File: config.mk
export PLATFORM = sky130hd
export DESIGN_NAME = mem_byte_ctrl
export DESIGN_NICKNAME = d
export VERILOG_FILES = /design/src/rtl/mem_byte_ctrl.sv
export SDC_FILE = /design/constraint.sdc
export NUM_CORES = 1
export LEC_CHECK = 0
export ABC_AREA = 1
export BUFFER_PORTS_ARGS = -buffer_cell sky130_fd_sc_hd__buf_4
export CAP_MARGIN = 0
export CORE_MARGIN = 2
export CORE_UTILIZATION = 47
export CTS_CLUSTER_DIAMETER = 50
export DETAILED_ROUTE_END_ITERATION = 7
export HOLD_SLACK_MARGIN = 0.06
export PLACE_DENSITY = 0.78
export SETUP_SLACK_MARGIN = 0.5
export SYNTH_ARGS = -nofsm -noshare
export SYNTH_HDL_FRONTEND = slang
export SYNTH_SLANG_ARGS = --single-unit
File: constraint.sdc
create_clock -name clk -period 1.8 [get_ports clk]
set_input_delay 0.54 -clock clk [delete_from_list [all_inputs] [get_ports clk]]
set_output_delay 0.54 -clock clk [all_outputs]
set_load 0.1 [all_outputs]
File: src/rtl/mem_byte_ctrl.sv
// mem_byte_ctrl: serialises 8/16/32-bit arbiter accesses into byte-wide SRAM cycles.
// Define MEM_BYTE_CTRL_ALIGN_CHECK_EN to reject misaligned accesses via mem_err.
module mem_byte_ctrl #(
  parameter int         M_WIDTH     = 32,
  parameter int         RAM_A_WIDTH = 8,
  parameter logic [1:0] MEM_ACC_8   = 2'b00,
  parameter logic [1:0] MEM_ACC_16  = 2'b01,
  parameter logic [1:0] MEM_ACC_32  = 2'b10
) (
  input  logic                   clk,
  input  logic                   rst_n,
  input  logic                   mem_request,
  input  logic [M_WIDTH-1:0]     mem_addr,
  input  logic [1:0]             mem_data_width,
  input  logic                   mem_we,
  input  logic [M_WIDTH-1:0]     mem_wdata,
  output logic                   mem_ready,
  output logic [M_WIDTH-1:0]     mem_rdata,
  output logic                   mem_err,
  output logic                   ram_en,
  output logic                   ram_we,
  output logic [RAM_A_WIDTH-1:0] ram_addr,
  output logic [7:0]             ram_wdata,
  input  logic [7:0]             ram_rdata
);

  typedef enum logic [1:0] {
    IDLE,
    XFER,
    RDLAST,
    DONE
  } state_t;

  state_t state, state_nxt;

  logic [RAM_A_WIDTH-1:0] a_lat;
  logic [31:0]            wd_lat;
  logic [31:0]            rdata_q;
  logic                   we_q;
  logic [1:0]             n_last;
  logic [1:0]             w_last;
  logic [1:0]             cnt;
  logic [1:0]             cnt_inc;
  logic                   rd_pend;
  logic [1:0]             rd_idx;
  logic                   mis;
  logic                   unused;

  assign unused    = ^{mem_addr, mem_wdata};
  assign cnt_inc   = cnt + 2'd1;
  assign mem_ready = (state == DONE);
  assign mem_rdata = M_WIDTH'(rdata_q);

  // Index of the last byte; the reserved code 2'b11 behaves as a byte access.
  always_comb begin
    w_last = 2'd0;
    unique case (1'b1)
      (mem_data_width == MEM_ACC_8):  w_last = 2'd0;
      (mem_data_width == MEM_ACC_16): w_last = 2'd1;
      (mem_data_width == MEM_ACC_32): w_last = 2'd3;
      default:                        w_last = 2'd0;
    endcase
  end

`ifdef MEM_BYTE_CTRL_ALIGN_CHECK_EN
  logic err_q;

  assign mis = ((w_last == 2'd1) && mem_addr[0]) ||
               ((w_last == 2'd3) && (mem_addr[1:0] != 2'b00));
  assign mem_err = err_q;

  always_ff @(posedge clk or negedge rst_n) begin
    if (!rst_n) begin
      err_q <= 1'b0;
    end else if ((state == IDLE) && mem_request) begin
      err_q <= mis;
    end else if ((state == DONE) && !mem_request) begin
      err_q <= 1'b0;
    end
  end
`else
  assign mis     = 1'b0;
  assign mem_err = 1'b0;
`endif

  always_ff @(posedge clk or negedge rst_n) begin
    if (!rst_n) begin
      state <= IDLE;
    end else begin
      state <= state_nxt;
    end
  end

  always_comb begin
    state_nxt = state;
    unique case (state)
      IDLE: begin
        if (mem_request) begin
          state_nxt = mis ? DONE : XFER;
        end
      end
      XFER: begin
        if (cnt == n_last) begin
          state_nxt = we_q ? DONE : RDLAST;
        end
      end
      RDLAST: state_nxt = DONE;
      DONE: begin
        if (!mem_request) begin
          state_nxt = IDLE;
        end
      end
      default: state_nxt = IDLE;
    endcase
  end

  // SRAM bus is registered; read bytes land one clock after their issue.
  always_ff @(posedge clk or negedge rst_n) begin
    if (!rst_n) begin
      ram_en    <= 1'b0;
      ram_we    <= 1'b0;
      ram_addr  <= '0;
      ram_wdata <= '0;
      a_lat     <= '0;
      wd_lat    <= '0;
      we_q      <= 1'b0;
      n_last    <= 2'd0;
      cnt       <= 2'd0;
      rd_pend   <= 1'b0;
      rd_idx    <= 2'd0;
      rdata_q   <= '0;
    end else begin
      rd_pend <= (state == XFER) && !we_q;
      rd_idx  <= cnt;
      if (rd_pend) begin
        rdata_q[{rd_idx, 3'b000} +: 8] <= ram_rdata;
      end
      unique case (state)
        IDLE: begin
          if (mem_request) begin
            a_lat  <= mem_addr[RAM_A_WIDTH-1:0];
            wd_lat <= mem_wdata[31:0];
            we_q   <= mem_we;
            n_last <= w_last;
            cnt    <= 2'd0;
            if (!mem_we) begin
              rdata_q <= '0;
            end
            if (!mis) begin
              ram_en    <= 1'b1;
              ram_we    <= mem_we;
              ram_addr  <= mem_addr[RAM_A_WIDTH-1:0];
              ram_wdata <= mem_wdata[7:0];
            end
          end
        end
        XFER: begin
          if (cnt == n_last) begin
            ram_en <= 1'b0;
            ram_we <= 1'b0;
          end else begin
            cnt       <= cnt_inc;
            ram_addr  <= a_lat + RAM_A_WIDTH'(cnt_inc);
            ram_wdata <= wd_lat[{cnt_inc, 3'b000} +: 8];
          end
        end
        default: ;
      endcase
    end
  end

endmodule

Word-level counts from Yosys, hierarchy flattened
Cells that the tools add are included.

Add/sub/neg operators: 3. Equality and inequality tests: 10. Shift-type cells: 3. Multiplexer cells: 25. Reductions and logical operators: 8.

Operators by type and width (number): 32-bit 2-to-1 mux (4); 32-bit bitwise mux (1); 8-bit 2-to-1 mux (4); 8-bit case mux with 2 select lines (2); 8-bit by 7-bit variable shift with 32-bit output (first input constant) (1); 32-bit by 6-bit indexed part select with 8-bit output (1); 8-bit by 7-bit indexed part select with 32-bit output (1); 2-bit 2-to-1 mux (5); 3-bit AND reduction (3); 8-bit by 2-bit adder with 8-bit output (1); 2-bit inequality test (second input constant) (4); 2-bit case mux with 2 select lines (2); 2-bit case mux with 4 select lines (1); 5-bit negator with 7-bit output (1); 2-bit equality test (second input constant) (3); 2-bit by 1-bit equality test with 1-bit output (second input constant) (2); 1-bit 2-to-1 mux (4); 1-bit case mux with 2 select lines (2); 2-bit by 1-bit adder with 2-bit output (second input constant) (1); 2-bit equality test (1); 2-bit logical NOT (1); 2-bit AND reduction (1); 2-bit nonzero test (1); 1-bit logical AND (1); 1-bit logical NOT (1).

Register bits after elaboration: 100. Output and inout bits: 52. Word-level logic and storage cells: 62.

Longest topological paths before layout
Depth after elaboration: 7. Mapped depth: 12.

Worst setup path after synthesis
No wires, ideal clock.

Path kind: reg-to-reg. Start point: reg cnt[0]. End point: reg ram_addr[4]. Library setup time: 0.120 ns. Data arrival time: 1.671 ns. Data required time: 1.680 ns. Setup slack: 0.009 ns. Cell stages (with the launch flop): 12. Path buffers: 1. Clock period less this slack: 1.791 ns. Path through: dfrtp_1 > buf_4 > nand2_1 > nand2_2 > inv_1 > fa_1 > nand3_1 > nand2_1 > nand3_1 > o21ai_0 > nand2_1 > nand2_1.

Word-level cells in the longest chain between the ends: 4. Elaborated cells between the ends (all ways): 7. Those cells by class: add/sub (2); eq/ne (2); mux (2); reduce/logical (1).

RTL lines: start: declaration (line 42) `logic [1:0] cnt;`; start signal: assignment (line 162) `cnt <= cnt_inc;`; 2-bit by 1-bit adder with 2-bit output (line 50) `assign cnt_inc = cnt + 2'd1;`; 8-bit by 2-bit adder with 8-bit output (line 163) `ram_addr <= a_lat + RAM_A_WIDTH'(cnt_inc);`; 8-bit 2-to-1 mux (line 158) `if (cnt == n_last) begin`; 8-bit case mux with 2 select lines (line 138) `unique case (state)`; end signal: assignment (line 152) `ram_addr <= mem_addr[RAM_A_WIDTH-1:0];`; end signal: assignment (line 163); end: declaration (line 22) `output logic [RAM_A_WIDTH-1:0] ram_addr,`.

Parallel ways exist; a longest one is shown, timed or not. The select of a mux whose other input is x is not followed. A chain may end at the register's enable or synchronous reset.

Worst setup path after layout
Start point: reg rd_idx[0]. End point: reg rdata_q[14] (netlist: mem_rdata[14]).

Word-level cells in the longest chain between the ends: 7. Elaborated cells between the ends (all ways): 8. Those cells by class: add/sub (1); shift (2); mux (5).

RTL lines: start: declaration (line 45) `logic [1:0] rd_idx;`; start signal: assignment (line 134) `rd_idx <= cnt;`; 5-bit negator with 7-bit output (*) (line 136) `rdata_q[{rd_idx, 3'b000} +: 8] <= ram_rdata;`; 8-bit by 7-bit indexed part select with 32-bit output or 8-bit by 7-bit variable shift with 32-bit output (tied branches) (line 136); 32-bit bitwise mux (*) (line 136); 32-bit 2-to-1 mux (*) (line 135) `if (rd_pend) begin`; 32-bit 2-to-1 mux (line 146) `if (!mem_we) begin`; 32-bit 2-to-1 mux (line 140) `if (mem_request) begin`; 32-bit 2-to-1 mux (*) (line 138); end signal: indexed assignment (line 136); end: declaration (line 38) `logic [31:0] rdata_q;`.

Mark *: on every way between the ends. The rest lies on a longest branch, timed or not.

==> out/results.tsv <==
metric	value	unit
ys_ff_latch	100	
nFillCells	264	
fmax	499	MHz
synth_mux_area_share	0.210	%
worst-endpoint-arrival	2310	ps
synth_top_cell_area_share	52.5	%
violations	negative setup slack	
die_height	105	um
grt_use_total	36.8	%
antenna_left	0	
routed_wl	27600	um
grt_max_degree	55	
cts_tree	done	
cts_made_buffers	9	
areaGrowthSynthToFinish	91.1	%
dr.pass1.iters	6	
yosys-top-cells-area	dfrtp_1 52%, nand2_1 17%, nand3_1 3.7%	
slew_violations	0	
dominantRegCellSynth	dfrtp_1	
wl_per_cell	29.6	um
max-slew-margin-rel	60.9	%
maxCapViolCount	0	
dp_slack	114	ps
leakage	4.21	nW
yosysUniqueCellTypes	27	
yosys.area_share.simple	29.0	%
grt_overflow_total	0	
cp-end-kind	register	
grt_pass1_vias	5593	
required	2100	ps
synth_fa_ha_area_share	3.57	%
grt_pass1_wl	31100	um
yosysWarnings	0	
cts_root_buffer	clkbuf_8	
power_density	1970	nW/um^2
nets	884	
htree_levels	3	
synth_area_per_cell	8.20	um^2
first_iter_violations	778	
status	complete, but fails checks	
port_buffers	104	
worst_hold_slack	340	ps
synth.top_cells.by_count	216 x nand2_1, 100 x dfrtp_1, 43 x nor2_1	
cp-start-kind	register	
drive_gt1_share	60.7	%
skew	20.4	ps
yosysMostFrequentCell	nand2_1	
syn_area	4770	um^2
worstHoldPathType	in2reg	
worstSetupPathType	reg2reg	
cts.clk_slew.worst_paths	110	ps
finalWorstPathRequiredPeriod	2000	ps
tns	-2690	ps
rows	36	
die_w	105	um
gp_congestion	0.848	
synthXorXnorAreaFrac	0.184	%
drc	0	
synth_compound_area_share	8.58	%
critical_path_peak_fanout	4	
setup_ws	-203	ps
dpl.hpwl	8470	um
setup_viol	45	
vdd_drop_max	1.30	mV
n_antenna_cell	0	
start_util	48.6	%
finalCritPeriodShare	111	%
via_count	6260	
syn_inst	582	
rsz0062_at_grt	yes	
antenna_found_initial	1	
routed_via_density	6.72	
yosysTopAreaCell	dfrtp_1	
cts.sinks	100	
die_area	11000	um^2
synth-seq-area-share	52.5	%
worst_pin_slew	586	ps
ctsLongestPathBuffers	2	
core	9820	um^2
synth_fp_nets	673	
synth_top_family_by_area	simple AND/OR/NAND/NOR gates	
synthArstFlopShare	100	%
finalHoldViolCount	0	
synth_edf_count	0	
clk_latency	390	ps
design.portCount	130	
-- where the power goes --
part | switching, mW | leakage, nW | internal [mW]
sequential | 1.19 | 1.22 | 3.09
combinational | 7.22 | 2.88 | 4.70
clock | 0.940 | 0.107 | 0.824
total | 9.34 | 4.21 | 8.61
-- placed cells by master (no fill, tap or decap), types with 6 or more instances in the layout --
cell type  netlist  final
buf_4            5    113
inv_2            4      7
clkbuf_8         0     10
nor2_1          43     29
nand2_4          0     49
buf_16           0     12
buf_6            1     21
nor2_4           0     18
a22oi_2          0     10
nand3_4          1      6
a21oi_2          0     14
nand4_1         10     10
o21ai_2          1     22
dfrtp_2          0     49
ha_4             0      6
nand2_1        216    137
nand2_2          6     33
inv_1           39     28
o21ai_1         10      7
a21oi_1         30     13
nand3_1         35     26
buf_12           0     65
dfrtp_1        100     51
-- state kept, by name (all words and copies together), names as in the netlist, 2 cells and up --
signal and flops:
ram_wdata 8, mem_rdata 32, a_lat 8, rd_idx 2, n_last 2, wd_lat 32, cnt 2, ram_addr 8
state 2
-- per-layer routing --
layer | share of wire [%] | vias up | wire [um] | GRT usage (%)
met5 | 0 | - | 0 | 0
met4 | 11 | 0 | 3090 | 22.6
met3 | 13 | 287 | 3690 | 9.48
met2 | 46 | 770 | 12600 | 60.2
met1 | 30 | 2904 | 8240 | 43.4
li1 | - | 2299 | - | -
-- timing repair --
item                                   4_1_cts  5_1_grt
hold buffers                                 1        0
setup endpoints to repair                  144      149
setup buffers                               53       27
pin swaps                                   50       42
resized for setup                          261      223
cloned                                      16        4
endpoints found under the hold margin        6        0
-- worst paths after layout --
check / endpoint / from / cells after the start / slack (ps)
max in group asynchronous: ram_addr[0] / rst_n / 3 / 710
min in group asynchronous: mem_rdata[11] / rst_n / 2 / 520
hold reg to reg: wd_lat[29] / wd_lat[29] / 2 / 540
setup / recovery: mem_rdata[14] / rd_idx[0] / 8 / -200
hold / removal: wd_lat[29] / mem_wdata[29] / 3 / 340
setup reg to reg: mem_rdata[14] / rd_idx[0] / 8 / -200
-- final cells by class --
class | count | area (um^2) | share of cell area (%)
Timing Repair inverter | 3 | 38.8 | 0.425
Timing Repair Buffer | 217 | 2830 | 31.0
Sequential cell | 100 | 2560 | 28.1
Tap cell | 133 | 166 | 1.83
Clock inverter | 4 | 72.6 | 0.796
Clock buffer | 12 | 145 | 1.59
Multi-Input combinational cell | 419 | 3090 | 33.9
Inverter | 43 | 214 | 2.35
-- through the flow --
step	instances	util, %	instance area (um^2)	power [mW]
finish	931	92.8	9120	18.0
CTS	900	81.4	7990	14.3
global route	931	92.8	9120	18.2
floorplan	582	-	5030	8.44
detailed placement	814	60.7	5960	9.82
global placement	814	60.7	5960	9.64
-- cells by family (layout without fill, tap and decap cells) --
logic type,after synthesis,in the layout
AND/OR/NAND/NOR,325,327
flip-flops,100,100
AO/OA/AOI/OAI,76,76
buffers and inverters,65,279
adder cells (fa/ha/maj),13,13
other,1,1
XOR/XNOR,1,1
multiplexers,1,1
-- critical path, cell delays in order, from the launching register on --
cell and delay, ps:
dfrtp_1 470, clkinvlp_4 260, ha_4 390, inv_6 60, nor3_4 210, buf_6 160
buf_6 120, a22oi_2 60, nor2_1 180
(Power assumes the default switching activity.)
